File: src/rtl/attempt_subtract_division_pkg.sv
// Shared types for the free-running restoring divider.
package attempt_subtract_division_pkg;

    typedef enum logic {
        SEQ_LOAD    = 1'b0,
        SEQ_ITERATE = 1'b1
    } seq_state_t;

endpackage

File: src/rtl/attempt_subtract_division_div_step.sv
// One restoring attempt-subtract step: shift in a dividend bit, trial-subtract, keep or restore.
module div_step #(
    parameter int WIDTH = 16
) (
    input  logic [WIDTH-1:0] rem_in,
    input  logic [WIDTH-1:0] divisor,
    input  logic             bit_in,
    output logic [WIDTH-1:0] rem_out,
    output logic             q_bit
);

    logic [WIDTH:0]   shifted;
    logic [WIDTH-1:0] diff;
    logic             borrow;

    assign shifted = {rem_in, bit_in};
    assign borrow  = shifted < {1'b0, divisor};
    // Only the low bits of the WIDTH+1 difference are ever kept, and they match this narrower subtract.
    assign diff    = shifted[WIDTH-1:0] - divisor;
    assign q_bit   = ~borrow;
    assign rem_out = borrow ? shifted[WIDTH-1:0] : diff;

endmodule

File: src/rtl/attempt_subtract_division.sv
// Free-running unsigned restoring divider: one LOAD cycle then WIDTH iterate cycles per pass.
//
// state       | meaning
// SEQ_LOAD    | capture operands, clear working registers, index = WIDTH-1
// SEQ_ITERATE | one attempt-subtract step per cycle, MSB first; publish at index 0
module attempt_subtract_division
    import attempt_subtract_division_pkg::*;
#(
    parameter int WIDTH = 16
) (
    input  logic             clk,
    input  logic             reset,
    input  logic [WIDTH-1:0] dividend,
    input  logic [WIDTH-1:0] divisor,
    output logic [WIDTH-1:0] quotient,
    output logic [WIDTH-1:0] remainder,
    output logic             done
);

    localparam int CW = $clog2(WIDTH + 1);
    localparam int IW = $clog2(WIDTH);
    localparam logic [CW-1:0] LAST_IDX = CW'(WIDTH - 1);

    seq_state_t       state;
    logic [CW-1:0]    idx;
    logic [IW-1:0]    idx_lo;
    logic [WIDTH-1:0] dvd_r;
    logic [WIDTH-1:0] dvs_r;
    logic [WIDTH-1:0] rem_r;
    logic [WIDTH-1:0] quo_r;
    logic [WIDTH-1:0] quo_next;
    logic [WIDTH-1:0] step_rem;
    logic             step_q;

    assign idx_lo = idx[IW-1:0];

    div_step #(.WIDTH(WIDTH)) u_step (
        .rem_in  (rem_r),
        .divisor (dvs_r),
        .bit_in  (dvd_r[idx_lo]),
        .rem_out (step_rem),
        .q_bit   (step_q)
    );

    always_comb begin
        quo_next         = quo_r;
        quo_next[idx_lo] = step_q;
    end

    always_ff @(posedge clk or posedge reset) begin
        if (reset) begin
            state     <= SEQ_LOAD;
            idx       <= '0;
            dvd_r     <= '0;
            dvs_r     <= '0;
            rem_r     <= '0;
            quo_r     <= '0;
            quotient  <= '0;
            remainder <= '0;
            done      <= 1'b0;
        end else begin
            done <= 1'b0;
            case (state)
                SEQ_LOAD: begin
                    dvd_r <= dividend;
                    dvs_r <= divisor;
                    rem_r <= '0;
                    quo_r <= '0;
                    idx   <= LAST_IDX;
                    state <= SEQ_ITERATE;
                end
                SEQ_ITERATE: begin
                    rem_r <= step_rem;
                    quo_r <= quo_next;
                    if (idx == '0) begin
                        // Final step result goes straight to the outputs so no partial value is ever visible.
                        quotient  <= quo_next;
                        remainder <= step_rem;
                        done      <= 1'b1;
                        state     <= SEQ_LOAD;
                    end else begin
                        idx <= idx - 1'b1;
                    end
                end
                default: state <= SEQ_LOAD;
            endcase
        end
    end

endmodule

File: config.mk
export PLATFORM = sky130hd
export DESIGN_NAME = attempt_subtract_division
export DESIGN_NICKNAME = d
export VERILOG_FILES = /design/src/rtl/attempt_subtract_division_pkg.sv /design/src/rtl/attempt_subtract_division_div_step.sv /design/src/rtl/attempt_subtract_division.sv
export SDC_FILE = /design/constraint.sdc
export NUM_CORES = 1
export LEC_CHECK = 0
export CORE_MARGIN = 3
export CORE_UTILIZATION = 55
export CTS_CLUSTER_SIZE = 30
export DETAILED_ROUTE_END_ITERATION = 6
export GPL_TIMING_DRIVEN = 0
export HOLD_SLACK_MARGIN = 0.1
export MAX_ROUTING_LAYER = met4
export PLACE_DENSITY = 0.8
export SLEW_MARGIN = 5
export SYNTH_ARGS = -nofsm -noshare
export SYNTH_HDL_FRONTEND = slang
export SYNTH_SLANG_ARGS = --single-unit
File: constraint.sdc
create_clock -name clk -period 7.7 [get_ports clk]
set_clock_uncertainty 0.1 [all_clocks]
set_input_delay 2.31 -clock clk [delete_from_list [all_inputs] [get_ports clk]]
set_output_delay 2.31 -clock clk [all_outputs]
set_load 0.1 [all_outputs]
======== Word-level counts from Yosys, hierarchy flattened ========
Index checks and enable logic that the tools add are counted.
storage, ports and cells
  register bits after elaboration ......... 103
  bits of input ports ..................... 34
  output and inout bits ................... 33
  logic and storage cells ................. 34
cells by class
  add/subtract/negate cells ............... 2
  $lt $le $gt $ge ......................... 3
  eq/ne operators ......................... 1
  mux-type cells .......................... 14
  bitwise logic cells ..................... 2
  reductions and logical operators ........ 3
operators with widths
  operator                                                            count
  one-hot mux 16 bit (2 select lines)                                 2
  < comparator 17 x 16 -> 1 bit                                       1
  bitwise mux 16 bit                                                  1
  two-way mux 16 bit                                                  1
  subtractor 16 bit                                                   1
  one-hot mux 5 bit (2 select lines)                                  1
  zero test 5 bit                                                     1
  < comparator 4 x 5 -> 1 bit (second input constant)                 1
  two-way mux 1 bit                                                   5
  two-way mux 5 bit                                                   1
  subtractor 5 x 1 -> 5 bit (second input constant)                   1
  binary-select mux 1 bit (select 4 bit)                              1
  demux 1 bit (select 4 bit)                                          1
  greater-or-equal comparator 4 x 1 -> 1 bit (second input constant)  1
  != test 2 bit (second input constant)                               1
  inverter 1 bit                                                      2
  one-hot mux 1 bit (2 select lines)                                  1
  AND reduction 2 bit                                                 1
  logical AND 1 bit                                                   1

======== Depth between registers and ports, before layout ========
Gate-level depths: netlist of the first run.
  depth after elaboration ................. 6
  depth in mapped cells ................... 13

======== By module ========
Synthesis of the first run repeated with hierarchy kept, for this count alone.
second synthesis, totals
  cells, all modules ...................... 459
  area, all modules ....................... 5,320.1 sq um
by module, submodules not included
  module                     instances  cells each  area an instance (sq um)
  attempt_subtract_division  1          302         4,157.7
  div_step                   1          157         1,162.4

======== Worst setup path before layout of the first run ========
OpenSTA, ideal clock, no wires.
  path type ............................... register to output
  from .................................... register remainder[12]
  to ...................................... output port remainder[12]
  data arrival time ....................... 0.898 ns
  required time ........................... 5.290 ns
  slack ................................... 4.392 ns
  cell stages (with the launch flop) ...... 1
  path through ............................ dfrtp_1
RTL lines
  element                 line                             RTL
  start, declared         attempt_subtract_division.sv:16  output logic [WIDTH-1:0] remainder,
  start signal, assigned  attempt_subtract_division.sv:78  remainder <= step_rem;
No word-level cell between the ends.

======== Worst setup path in the final report of the first run ========
  from .................................... register quotient[13]
  to ...................................... output port quotient[13]
RTL lines
  element                 line                             RTL
  start, declared         attempt_subtract_division.sv:15  output logic [WIDTH-1:0] quotient,
  start signal, assigned  attempt_subtract_division.sv:77  quotient <= quo_next;
No word-level cell between the ends.

==> results of run 1 <==
## kinds of logic after synthesis
kind of cell	count (synthesis)	share of synthesized area, %
and+or+nand+nor	130	12.7
DFF	102	51.0
AOI/OAI and AO/OA	75	9.35
muxes	67	15.4
buffers and inverters	42	3.45
adders and majority gates	22	5.65
xor gates and xnor gates	14	2.45
## worst reg2reg max path, cell delays in order (launching register included)
cell and delay [ps]:
dfrtp_1 400, clkbuf_1 360, mux4_2 560, a22oi_1 190
and3_1 230, ha_1 190, fa_1 220, nand2b_1 150
a21oi_1 100, o21ai_0 240, a21oi_1 130, or3_1 330
a31o_1 270, mux2_2 270
## area by class of cell
cell class,instances,area (sq um)
tap,108,135
clock inverter,6,62.6
timing repair buffer,67,688
fill,678,2740
clock buffer,10,128
multi-input combinational,308,2280
inverter,23,88.8
buffer,19,86.3
sequential,102,2550
## per-layer routing
metal	vias up	part of all wire, %	global-route usage, %
li1	1699	-	-
met1	1811	45	30.1
met2	72	50	39.0
met3	8	3.9	5.65
met4	0	0.89	6.03
met5	-	0	-
## power by group
part           internal (W)  leakage (nW)  switching, W  total [W]
combinational      0.000345          1.42      0.000713    0.00106
sequential         0.000631          1.27     0.0000520   0.000683
clock              0.000127        0.0965      0.000203   0.000330
total               0.00110          2.79      0.000968    0.00207
## sequential cells by signal, summed over array words and instances (netlist names)
name / flops
dvs_r: 16
rem_r: 16
remainder: 16
quotient: 16
idx: 5
dvd_r: 16
quo_r: 15
state: 1
done: 1
## path summary, 6_finish.rpt
| path | startpoint | to | cells after the start |
|---|---|---|---|
| max reg2reg | idx[0] | remainder[14] | 13 |
| min | quotient[2] | quotient[2] | 2 |
| min reg2reg | quotient[2] | quotient[2] | 2 |
| min in group asynchronous | reset | dvs_r[2] | 2 |
| max in group asynchronous | reset | quotient[7] | 3 |
| max | quotient[13] | quotient[13] | 1 |
## stage by stage
stage	total power, W	area [sq um]	utilization (%)
2_1_floorplan	0.00150	5000	-
3_3_place_gp	0.00172	5800	66.2
3_5_place_dp	0.00175	5830	66.5
4_1_cts	0.00208	6020	68.7
5_1_grt	0.00219	6020	68.7
6_report	0.00207	6020	68.7
## cell usage in the layout (no fill, tap or decap), types with 3 or more instances in the layout
cell type / instances
mux2i_1: 25
clkbuf_1: 17
xnor2_1: 7
xor2_1: 7
nand3_1: 6
nand2_1: 62
nor2_1: 9
inv_1: 21
inv_6: 3
dfrtp_1: 102
and2_1: 7
a21oi_1: 13
mux2_2: 38
o21bai_1: 3
nor2b_1: 28
mux4_2: 4
a21o_1: 4
clkdlybuf4s50_1: 66
o21ai_1: 7
clkbuf_8: 9
and3_1: 4
or3_1: 4
o21ai_0: 27
nand2b_1: 4
ha_1: 21
==> results.toml, run 1 <==
[status]
outcome = "completed"

[logic_synthesis]
synth_top_flop_cell = "dfrtp_1"
synthDistinctLibCells = 47
yosysWarnings = 0
synth_area_sq_um = 5000
synth_edf_count = 0
synth.area.top_cells = "dfrtp_1, mux2_2, ha_1"
avgSynthCellArea_sq_um = 11.1
synth_fp_nets = 508
ys_seq_area_share_pct = 51.0
async_flop_share_pct = 100
synth_most_common_cell = "dfrtp_1"
synthCells = 452
ys_seq_elements = 102
synthTopCellsByCount = "dfrtp_1, nand2_1, mux2_2"
synth_top_cell_by_area = "dfrtp_1"
yosysTopAreaCellShare_pct = 51.0

[timing]
rsz0062_at_grt = "false"
min_period_over_period_pct = 56.2
min_period_ps = 4320
hold_violations = 0
tightest_slew_ps = 1000
finalSetupViolCount = 0
slew_viol_final = 0
tns_ps = 0
fmax_mhz = 231
slew_headroom_pct = 32.9
timing.final.ws_setup_ps = 3380
finalHoldWorstSlack_ps = 398

[flow_run]
drv_cap = 0

[floorplan]
start_util_pct = 57.1
ios = 67
rows = 34
core-area_sq_um = 8760
die_x_microns = 101
dieArea_sq_um = 10300
die_h_microns = 101

[routing]
ant_nets = 0
num_vias = 3590
routedWlPerCell_microns = 17.4
vias_per_cell = 5.58
dr.pass1.iters = 4
drc = 0
totalWireLength_microns = 11200
drt_iter0_drc = 135

[clock_tree]
clkTransAtPathRegs_ps = 100
cts_max_level = 3
cts_tree = "done"
hold_buffers = 0
cts_setup_buffers = 0
clock_latency_ps = 370
cts_buffers = 9
cts_root_buf = "clkbuf_8"
clock-sinks = 102
cts.path.max_buffers = 2
cts_resized = 0

[placement]
placed_cells = 627
dp_hpwl_microns = 8320
place.gp.congestion = 0.904
port_buffers = 66
dp_slack_ps = 3790

[cells_and_area]
drive_above_1_share_pct = 12.7
n_antenna_cell = 0
layout.cells.non_filler = 643
nets = 586
synthToLayoutAreaGrowth_pct = 20.3

[global_routing]
antenna_found_initial = 0
grt_pass1_vias = 3725
grt_usage_pct = 23.9
grt_pass1_wl_microns = 18500
grt-ovfl-total = 0
grt_max_degree = 55

[setup_path]
critPathRequiredTime_ps = 5290
criticalPathCategory = "register to primary output"
cp_slowest_cell = "clkdlybuf4s50_1"
r2r_slack_ps = 3850
crit_fanout = 2
end_kind = "primary output"
cp_cell_sequence = "clkdlybuf4s50_1"
cp_slowest_stage_delay_ps = 1160
crit_buf_inv = 1
arrival_ps = 1910
path_delay_family = "buffers and inverters"
startpoint_type = "register"

[power]
p_per_area_nw_per_um2 = 344
ir_drop_uv = 236
p_leak_nw = 2.79

[worst_hold_path]
hold_path_class = "register to register"
No activity file was read; power rests on OpenSTA's default activity.
==> inputs of run 2 (changes only) <==
Clock period 7.7 ns to 4.35 ns, I/O delays scaled along.
==> results of run 2 <==
Same layout as run 1 (identical final DEF). Status: completed.
Main changes from that run: setup slack after placement 3790 ps -> 513 ps; setup slack after layout 3380 ps -> 499 ps; start point of the critical path quotient[13] -> idx[0]; end point of the critical path quotient[13] -> remainder[14]; register-to-register setup slack 3850 ps -> 500 ps; total power 0.00207 W -> 0.00367 W; worst IR drop on VDD 236 uV -> 417 uV
==> inputs of run 3 (changes only) <==
Settings changed: CELL_PAD_IN_SITES_DETAIL_PLACEMENT from default to 1, CELL_PAD_IN_SITES_GLOBAL_PLACEMENT from default to 2, CORE_UTILIZATION 55 to 36, CTS_CLUSTER_DIAMETER from default to 200, PLACE_DENSITY 0.8 to default, PLACE_DENSITY_LB_ADDON from default to 0.1.
==> results.toml, run 3 (synthesized netlist as in run 1, its figures left out) <==
[power]
comb_power_share_pct = 46.6
intPower_w = 0.00227
p_clk_share_pct = 23.0
p_switching_w = 0.00173
p_per_area_nw_per_um2 = 640
switching_share_pct = 43.3
p_leak_nw = 2.86
ir_drop_uv = 230
seqPwrFrac_pct = 30.4

[placement]
dpl_cell_area_sq_um = 5910
dp_slack_ps = 465
dp_hpwl_microns = 8850
placed_cells = 695
port_buffers = 66
place.gp.congestion = 0.762

[global_routing]
grt_pass1_vias = 3857
grt-ovfl-total = 0
antenna_found_initial = 0
grt_usage_pct = 17.6
grt_pass1_wl_microns = 20000
grt_max_degree = 54

[timing]
min_period_ps = 3870
fmax_mhz = 259
timing.final.ws_setup_ps = 482
finalSetupViolCount = 0
tightest_slew_ps = 980
hold_violations = 0
rsz0062_at_grt = "false"
min_period_over_period_pct = 88.9
slew_headroom_pct = 34.5
slew_viol_final = 0
tns_ps = 0

[floorplan]
ios = 67
start_util_pct = 37.3
die_x_microns = 124
core-area_sq_um = 13400
dieArea_sq_um = 15300
rows = 42
die_h_microns = 124

[clock_tree]
cts_tree = "done"
cts_max_level = 3
cts_root_buf = "clkbuf_16"
cts_setup_buffers = 0
clock-sinks = 102
cts_buffers = 9
clock_latency_ps = 360
clkTransAtPathRegs_ps = 70
hold_buffers = 0
cts.path.max_buffers = 2
cts_resized = 0

[setup_path]
cp_cell_sequence = "clkbuf_1, mux4_2, a22oi_1, and3_1, ha_1, fa_1, nand2b_1, a21oi_1, o21ai_0, a21oi_1, or3_1, a31o_1, mux2_2"
arrival_ps = 4010
cp_slowest_stage_delay_ps = 560
end_kind = "register"
critPathRequiredTime_ps = 4500
crit_fanout = 6
worst_path_most_repeated_cell = "a21oi_1"
cp_slowest_cell = "mux4_2"
criticalPathCategory = "register to register"
startpoint_type = "register"
r2r_slack_ps = 480

[cells_and_area]
layout.cells.non_filler = 711
final_area_sq_um = 6250
final_common_cell = "dfrtp_1"
fill_cells = 1473
ff_latch_area_sq_um = 2550
multi_input_area_sq_um = 2280
n_antenna_cell = 0
final_cell_mix = "dfrtp_1, clkdlybuf4s50_1, nand2_1"
synthToLayoutAreaGrowth_pct = 25.0
nets = 586
drive_above_1_share_pct = 12.9

[routing]
routedWlPerCell_microns = 16.8
ant_nets = 0
num_vias = 3554
vias_per_cell = 5.00
drt_iter0_drc = 82
totalWireLength_microns = 11900
dr.pass1.iters = 4
drc = 0

[status]
outcome = "completed"

[worst_hold_path]
hold_path_class = "register to register"

[flow_run]
drv_cap = 0
-- run 3: cell types whose count changed in the layout (fill, tap and decap cells not counted) --
cell       change
clkbuf_16      +9
clkbuf_8       -7
bufinv_16      +2
clkbuf_1       -1
clkinv_4       -1
clkinv_8       -1
inv_8          -1
-- run 3: worst max-delay path, delay by kind of cell, from the launching register on --
family / cells / cell delay [ps]
AO/OA/AOI/OAI: 5 / 940
multiplexers: 2 / 830
AND/OR/NAND/NOR: 3 / 690
adder cells (fa/ha/maj): 2 / 430
flip-flops: 1 / 390
buffers and inverters: 1 / 380
-- run 3: final cells by class --
type	instances	share of cell area (%)
flip-flops and latches	102	40.8
plain buffers	19	1.38
repair buffers	67	11.0
clock inverters	5	1.38
clock buffers	11	4.04
inverters	23	1.42
multi-input cells	308	36.4
well taps	176	3.52
-- run 3: routing by layer --
metal	track usage [%]	wire length, microns	up-vias
met5	-	0	-
met4	4.65	165	0
met3	4.09	363	17
met2	29.8	6000	45
met1	21.3	5410	1795
li1	-	-	1697
-- run 3: stage by stage --
stage	power (W)	hold WS, ps	utilization, %
floorplan	0.00266	374	-
global placement	0.00309	370	43.9
detailed placement	0.00312	376	44.1
CTS	0.00405	393	46.7
global route	0.00424	416	46.7
finish	0.00400	385	46.7
-- run 3: power groups by stage --
stage / combinational (W) / clock (W) / sequential [W]
2_1_floorplan: 0.000797 / 0 / 0.00186
3_5_place_dp: 0.00188 / 0 / 0.00124
5_1_grt: 0.00202 / 0.000985 / 0.00124
3_3_place_gp: 0.00185 / 0 / 0.00123
4_1_cts: 0.00189 / 0.000945 / 0.00122
6_report: 0.00186 / 0.000918 / 0.00122
-- run 3: final timing paths --
| check | startpoint | depth (start not counted) | endpoint |
|---|---|---|---|
| setup / recovery | idx[0] | 13 | remainder[14] |
| hold / removal | remainder[6] | 2 | remainder[6] |
| setup reg to reg | idx[0] | 13 | remainder[14] |
| hold reg to reg | remainder[6] | 2 | remainder[6] |
| max in group asynchronous | reset | 3 | dvs_r[10] |
| min in group asynchronous | reset | 2 | dvd_r[10] |
